==> config.mk <==
export PLATFORM = sky130hd
export DESIGN_NAME = dap_cmd_dispatcher
export DESIGN_NICKNAME = d
export VERILOG_FILES = /design/src/rtl/dap_cmd_dispatcher_pkg.sv /design/src/rtl/dap_cmd_dispatcher_watchdog.sv /design/src/rtl/dap_cmd_dispatcher.sv
export SDC_FILE = /design/constraint.sdc
export NUM_CORES = 1
export LEC_CHECK = 0
export ABC_AREA = 1
export CORE_ASPECT_RATIO = 0.7
export CORE_MARGIN = 4
export CORE_UTILIZATION = 24
export DETAILED_ROUTE_END_ITERATION = 10
export SLEW_MARGIN = 20
export SYNTH_ARGS = -nofsm -noshare
export SYNTH_HDL_FRONTEND = slang
export SYNTH_SLANG_ARGS = --single-unit
==> constraint.sdc <==
create_clock -name clk -period 2.85 [get_ports clk]
set_clock_uncertainty 0.05 [all_clocks]
set_input_delay 0.4275 -clock clk [delete_from_list [all_inputs] [get_ports clk]]
set_output_delay 0.4275 -clock clk [all_outputs]
set_load 0.05 [all_outputs]
==> src/rtl/dap_cmd_dispatcher_pkg.sv <==
// -----------------------------------------------------------------------------
// dap_cmd_pkg
// Shared definitions for the DAP command dispatcher:
//   - DAP command ID byte values handled in hardware
//   - handler slot index for each ID (bit position in start/done/handler_tready)
//   - cmd_to_idx(): maps an ID byte to {valid, idx[2:0]}
//   - dispatcher FSM state encoding
// -----------------------------------------------------------------------------
package dap_cmd_pkg;

    localparam logic [7:0] ID_INFO               = 8'h00;
    localparam logic [7:0] ID_HOST_STATUS        = 8'h01;
    localparam logic [7:0] ID_CONNECT            = 8'h02;
    localparam logic [7:0] ID_DISCONNECT         = 8'h03;
    localparam logic [7:0] ID_TRANSFER_CONFIGURE = 8'h04;
    localparam logic [7:0] ID_TRANSFER           = 8'h05;
    localparam logic [7:0] ID_TRANSFER_BLOCK     = 8'h06;
    localparam logic [7:0] ID_SWJ_SEQUENCE       = 8'h12;

    localparam logic [2:0] IDX_INFO               = 3'd0;
    localparam logic [2:0] IDX_HOST_STATUS        = 3'd1;
    localparam logic [2:0] IDX_CONNECT            = 3'd2;
    localparam logic [2:0] IDX_DISCONNECT         = 3'd3;
    localparam logic [2:0] IDX_TRANSFER_CONFIGURE = 3'd4;
    localparam logic [2:0] IDX_TRANSFER           = 3'd5;
    localparam logic [2:0] IDX_TRANSFER_BLOCK     = 3'd6;
    localparam logic [2:0] IDX_SWJ_SEQUENCE       = 3'd7;

    typedef enum logic [2:0] {
        ST_IDLE    = 3'd0,
        ST_DECODE  = 3'd1,
        ST_RUN     = 3'd2,
        ST_RELEASE = 3'd3,
        ST_ERR     = 3'd4
    } state_t;

    // Returns {valid, idx}; valid=0 for IDs without a hardware handler.
    function automatic logic [3:0] cmd_to_idx(input logic [7:0] id);
        logic [3:0] r;
        case (id)
            ID_INFO:               r = {1'b1, IDX_INFO};
            ID_HOST_STATUS:        r = {1'b1, IDX_HOST_STATUS};
            ID_CONNECT:            r = {1'b1, IDX_CONNECT};
            ID_DISCONNECT:         r = {1'b1, IDX_DISCONNECT};
            ID_TRANSFER_CONFIGURE: r = {1'b1, IDX_TRANSFER_CONFIGURE};
            ID_TRANSFER:           r = {1'b1, IDX_TRANSFER};
            ID_TRANSFER_BLOCK:     r = {1'b1, IDX_TRANSFER_BLOCK};
            ID_SWJ_SEQUENCE:       r = {1'b1, IDX_SWJ_SEQUENCE};
            default:               r = 4'b0000;
        endcase
        return r;
    endfunction

endpackage

==> src/rtl/dap_cmd_dispatcher_watchdog.sv <==
// -----------------------------------------------------------------------------
// dap_dispatch_watchdog
// Counts clk cycles a handler spends running and flags expiry.
// Only compiled when DAP_DISPATCH_TIMEOUT_EN is defined; otherwise this file
// contributes no module at all.
// Ports:
//   clk, reset : system clock, synchronous active-high reset
//   clear      : zero the counter (asserted on the edge entering RUN)
//   run        : dispatcher is in RUN; counter advances each such cycle
//   expire     : high while running and the count has reached TIMEOUT_CYCLES-1
// -----------------------------------------------------------------------------
`ifdef DAP_DISPATCH_TIMEOUT_EN
module dap_dispatch_watchdog #(
    parameter int unsigned TIMEOUT_CYCLES = 1048576
) (
    input  logic clk,
    input  logic reset,
    input  logic clear,
    input  logic run,
    output logic expire
);

    localparam int unsigned CW = $clog2(TIMEOUT_CYCLES) + 1;

    logic [CW-1:0] r_count;

    assign expire = run && (r_count == CW'(TIMEOUT_CYCLES - 1));

    always_ff @(posedge clk) begin
        if (reset) begin
            r_count <= '0;
        end else if (clear) begin
            r_count <= '0;
        end else if (run && !expire) begin
            r_count <= r_count + CW'(1);
        end
    end

endmodule
`endif

==> src/rtl/dap_cmd_dispatcher.sv <==
// -----------------------------------------------------------------------------
// dap_cmd_dispatcher
// Peeks the DAP command ID byte, starts the matching handler, routes stream
// ready from that handler only, and waits for its done handshake. Unknown IDs
// are consumed here and answered with a single 0xFF response byte.
// Optional feature macro: DAP_DISPATCH_TIMEOUT_EN (RUN watchdog).
// Ports:
//   clk, reset        : system clock, synchronous active-high reset
//   dap_in_tvalid/tdata/tready : inbound command byte stream
//   handler_tready    : per-handler stream ready
//   start / done      : one-hot handler start (level) / per-handler done
//   cmd_id, busy      : latched command ID, packet in progress
//   err_write_*       : response RAM write of the 0xFF error byte
//   err_packet_len    : 1 after an error response until the next packet
//   pkt_done, pkt_err : end-of-packet pulse and its error qualifier
// -----------------------------------------------------------------------------
module dap_cmd_dispatcher
    import dap_cmd_pkg::*;
#(
    parameter int unsigned CMD_NUM        = 8,
    parameter int unsigned TIMEOUT_CYCLES = 1048576
) (
    input  logic               clk,
    input  logic               reset,
    input  logic               dap_in_tvalid,
    input  logic [7:0]         dap_in_tdata,
    output logic               dap_in_tready,
    input  logic [CMD_NUM-1:0] handler_tready,
    output logic [CMD_NUM-1:0] start,
    input  logic [CMD_NUM-1:0] done,
    output logic [7:0]         cmd_id,
    output logic               busy,
    output logic               err_write_en,
    output logic [9:0]         err_write_addr,
    output logic [7:0]         err_write_data,
    output logic [9:0]         err_packet_len,
    output logic               pkt_done,
    output logic               pkt_err
);

    state_t             r_state;
    state_t             w_next;
    logic [7:0]         r_cmd_id;
    logic               r_busy;
    logic [CMD_NUM-1:0] r_start;
    logic               r_err_len;

    logic [3:0]         w_map;
    logic [2:0]         w_idx;
    logic               w_valid;
    logic               w_sel_done;
    logic               w_expire;
    logic               w_tmo;

    // cmd_id is stable for the whole packet, so the index is decoded
    // combinationally from it rather than stored separately.
    assign w_map      = cmd_to_idx(r_cmd_id);
    assign w_idx      = w_map[2:0];
    assign w_valid    = w_map[3] && (32'(w_idx) < CMD_NUM);
    assign w_sel_done = done[w_idx];

`ifdef DAP_DISPATCH_TIMEOUT_EN
    logic r_tmo;

    dap_dispatch_watchdog #(
        .TIMEOUT_CYCLES(TIMEOUT_CYCLES)
    ) u_watchdog (
        .clk   (clk),
        .reset (reset),
        .clear (r_state == ST_DECODE && w_next == ST_RUN),
        .run   (r_state == ST_RUN),
        .expire(w_expire)
    );

    // Marks that the current ERR came from a timeout: the handler may still
    // hold done, so the packet exits via RELEASE instead of straight to IDLE.
    always_ff @(posedge clk) begin
        if (reset) begin
            r_tmo <= 1'b0;
        end else if (r_state == ST_IDLE && dap_in_tvalid) begin
            r_tmo <= 1'b0;
        end else if (r_state == ST_RUN && w_next == ST_ERR) begin
            r_tmo <= 1'b1;
        end
    end

    assign w_tmo = r_tmo;
`else
    logic w_unused_tmo;
    assign w_unused_tmo = (TIMEOUT_CYCLES == 0);
    assign w_expire     = 1'b0;
    assign w_tmo        = 1'b0;
`endif

    // State register
    always_ff @(posedge clk) begin
        if (reset) begin
            r_state <= ST_IDLE;
        end else begin
            r_state <= w_next;
        end
    end

    // Next-state logic; done has priority over watchdog expiry.
    always_comb begin
        w_next = r_state;
        case (r_state)
            ST_IDLE:    if (dap_in_tvalid) w_next = ST_DECODE;
            ST_DECODE:  w_next = w_valid ? ST_RUN : ST_ERR;
            ST_RUN: begin
                if (w_sel_done) begin
                    w_next = ST_RELEASE;
                end else if (w_expire) begin
                    w_next = ST_ERR;
                end
            end
            ST_RELEASE: if (!w_sel_done) w_next = ST_IDLE;
            ST_ERR:     w_next = w_tmo ? ST_RELEASE : ST_IDLE;
            default:    w_next = ST_IDLE;
        endcase
    end

    // Output logic
    always_comb begin
        dap_in_tready = 1'b0;
        err_write_en  = 1'b0;
        pkt_done      = 1'b0;
        pkt_err       = 1'b0;
        case (r_state)
            ST_DECODE:  dap_in_tready = !w_valid;
            ST_RUN:     dap_in_tready = handler_tready[w_idx];
            // After a timeout the packet was already reported from ERR.
            ST_RELEASE: pkt_done = !w_sel_done && !w_tmo;
            ST_ERR: begin
                err_write_en = 1'b1;
                pkt_done     = 1'b1;
                pkt_err      = 1'b1;
            end
            default: ;
        endcase
    end

    // Packet-level registers
    always_ff @(posedge clk) begin
        if (reset) begin
            r_cmd_id  <= '0;
            r_busy    <= 1'b0;
            r_start   <= '0;
            r_err_len <= 1'b0;
        end else begin
            if (r_state == ST_IDLE && dap_in_tvalid) begin
                r_cmd_id  <= dap_in_tdata;
                r_busy    <= 1'b1;
                r_err_len <= 1'b0;
            end
            if (r_state == ST_DECODE && w_valid) begin
                r_start <= CMD_NUM'(1) << w_idx;
            end
            if (r_state == ST_RUN && w_next != ST_RUN) begin
                r_start <= '0;
            end
            if (w_next == ST_ERR && r_state != ST_ERR) begin
                r_err_len <= 1'b1;
            end
            if (w_next == ST_IDLE && r_state != ST_IDLE) begin
                r_busy <= 1'b0;
            end
        end
    end

    assign start          = r_start;
    assign cmd_id         = r_cmd_id;
    assign busy           = r_busy;
    assign err_write_addr = '0;
    assign err_write_data = '1;
    assign err_packet_len = {9'b0, r_err_len};

endmodule

==> flow_summary.json <==
{
  "cts-htree-levels": 1,
  "yosysWarnings": 0,
  "finalHoldViolations": 0,
  "yosys-top-cells-area": "dfxtp_1 32%, buf_4 14%, inv_1 8.6%, nand2_1 8.6%, a21oi_1 5.1%",
  "vias": 1412,
  "cts_buffers": 3,
  "multiInputGateArea_um2": 772,
  "clkTransAtPathRegs_ps": 90,
  "cts_hold_buf": 0,
  "grt_pass1_wl_um": 6030,
  "die_w_um": 104,
  "final_nets": 299,
  "synth_seq_cells": 25,
  "pin_count": 76,
  "required_ps": 2370,
  "design.core.area_um2": 6280,
  "place_ws_ps": 626,
  "post-route-drc-count": 0,
  "cp-end-kind": "primary output",
  "period_needed_ps": 2380,
  "synth_cell_type_count": 28,
  "comb_power_share_pct": 43.2,
  "seq_power_share_pct": 37.6,
  "setup_violations": 0,
  "netlist_area_um2": 1560,
  "leakage_nw": 0.951,
  "slew_violations": 0,
  "die_h_um": 75.5,
  "cp_slowest_cell": "dfxtp_1",
  "ant_nets": 0,
  "gp_routability_congestion": 0.811,
  "critPathArrivalTime_ps": 1910,
  "wirelength_um": 3730,
  "drt-vias-per-instance": 4.05,
  "crit_path_frequent_cell": "nand2_1",
  "critPathTopFamily": "simple AND/OR/NAND/NOR gates",
  "worst_ir_drop_vdd_v": 0.000169,
  "start_kind": "register",
  "fillers": 680,
  "yosysTopAreaCell": "dfxtp_1",
  "port_buffers": 48,
  "synth_top_area_share_pct": 32.0,
  "critical_path_class": "reg -> out",
  "worst_pin_slew_ps": 518,
  "power.internal_mw": 0.624,
  "gr-total-overflow": 0,
  "area_growth_pct": 31.4,
  "fmax_ghz": 0.420,
  "wl_per_cell_um": 10.7,
  "clk_latency_ps": 260,
  "netlist_instances": 225,
  "rows": 24,
  "path_buf_inv": 1,
  "worst_slack_ps": 467,
  "cts_resized": 0,
  "cts_tree": "built",
  "rsz0062_at_grt": "no",
  "numClockSinks": 25,
  "syn_avg_cell_area_um2": 6.95,
  "cap_violations": 0,
  "grt_usage_pct": 9.33,
  "antenna_found_initial": 0,
  "cts_buffer_depth": 2,
  "critical_path.max_stage_delay_ps": 350,
  "drive_above_1_share_pct": 10.7,
  "crit_fanout": 9,
  "fin_crit_sh_pct": 83.6,
  "dr.pass1.iters": 4,
  "hold_path_class": "reg -> reg",
  "drt-initial-drc-count": 89,
  "n_antenna_cell": 0,
  "switching_share_pct": 42.7,
  "cts_setup_buffers": 0,
  "start_util_pct": 24.9,
  "setup_tns_ps": 0,
  "dp_hpwl_um": 3130,
  "register_area_um2": 500,
  "synth_seq_area_share_pct": 32.0,
  "grt_pass1_vias": 1317,
  "cts_root_buf": "clkbuf_8",
  "worstPathCellList": "nor2_4, nand3_2, nand2_1, o21ai_0, o31ai_1, nand3_1, nand2_1, buf_4",
  "outcome": "finished clean",
  "die-area_um2": 7890,
  "grt_max_degree": 19,
  "clockPowerShare_pct": 19.2,
  "powerDensity_nw_per_um2": 530,
  "max_slew_margin_pct": 65.4,
  "switchingPower_mw": 0.465
}
-- power by group through the flow --
stage,sequential (mW),combinational (mW),clock [mW]
6_report,0.409,0.471,0.209
5_1_grt,0.415,0.511,0.235
4_1_cts,0.409,0.473,0.221
3_5_place_dp,0.417,0.471,0
3_3_place_gp,0.416,0.467,0
2_1_floorplan,0.474,0.320,0
-- synthesized netlist by cell type --
master / count
o211ai_2: 1
nand2_1: 36
nor3_1: 6
inv_2: 4
nand3_1: 15
nor2_4: 3
o211ai_1: 1
nor2_1: 20
o31ai_2: 1
conb_1: 2
inv_1: 36
nand4_2: 1
a21oi_1: 16
nor2_2: 3
buf_2: 1
o22ai_1: 1
nand2_4: 1
nand4_1: 4
o31ai_1: 1
or2_1: 1
and2_4: 1
buf_6: 1
buf_4: 29
o21ai_0: 6
nand2_2: 2
dfxtp_1: 25
nand3_2: 6
nor3_2: 1
-- area by class of cell --
cell class                      count  area share [%]
Timing Repair Buffer               48            23.8
Sequential cell                    25            24.4
Multi-Input combinational cell    154            37.6
Tap cell                           78            4.75
Inverter                           40            7.31
Clock buffer                        4            2.19
-- kinds of logic (layout without fill, tap and decap cells) --
family,Yosys count,in the layout,synth area share [%]
simple gates,100,100,32.9
compound gates,27,27,10.0
buf+inv,71,92,24.6
flops,25,25,32.0
other cells,2,27,0.481
-- per-stage QoR --
step                      total power [mW]  utilization [%]  hold WS, ps  std cells  area, µm²
after CTS                             1.10             32.7          419        349       2050
after detailed placement             0.888             32.0          405        345       2010
final                                 1.09             32.7          413        349       2050
after floorplan                      0.794                -          383        250       1660
after global placement               0.883             32.0          403        345       2010
after global routing                  1.16             32.7          438        349       2050
-- layer usage --
layer	vias to the layer above	routed length [µm]	GRT usage (%)
met1	637	1690	11.2
met5	-	0	0
met2	35	1800	16.7
met3	0	246	3.47
met4	0	0	1.18
li1	740	-	-
-- worst reg2reg max path: cells and delay by family (launching register included) --
kind | cells | cell delay (ps)
AND/OR/NAND/NOR | 6 | 860
flip-flops | 1 | 350
buffers and inverters | 2 | 340
AO/OA/AOI/OAI | 1 | 100
-- path summary, 6_finish.rpt --
path | from | endpoint | slack (ps) | cells past startpoint
max reg2reg | cmd_id[5]$_SDFFE_PP0P_ | busy$_SDFFE_PP0P_ | 1100 | 9
min reg2reg | start[7]$_SDFFE_PP0P_ | start[7]$_SDFFE_PP0P_ | 410 | 2
min | start[7]$_SDFFE_PP0P_ | start[7]$_SDFFE_PP0P_ | 410 | 2
max | cmd_id[5]$_SDFFE_PP0P_ | dap_in_tready | 470 | 8
-- placed cells by master (no fill, tap or decap), types with 2 or more instances in the layout --
| cell type | count |
|---|---|
| clkbuf_8 | 3 |
| clkdlybuf4s50_1 | 46 |
| o21ai_0 | 6 |
| nand2_2 | 2 |
| nand4_1 | 4 |
| inv_1 | 36 |
| nor3_1 | 6 |
| nor2_1 | 20 |
| nand3_1 | 15 |
| conb_1 | 27 |
| nor2_4 | 3 |
| nand3_2 | 6 |
| nand2_1 | 36 |
| a21oi_1 | 16 |
| inv_2 | 4 |
| dfxtp_1 | 25 |
| nor2_2 | 3 |
No activity file was read; power rests on OpenSTA's default activity.
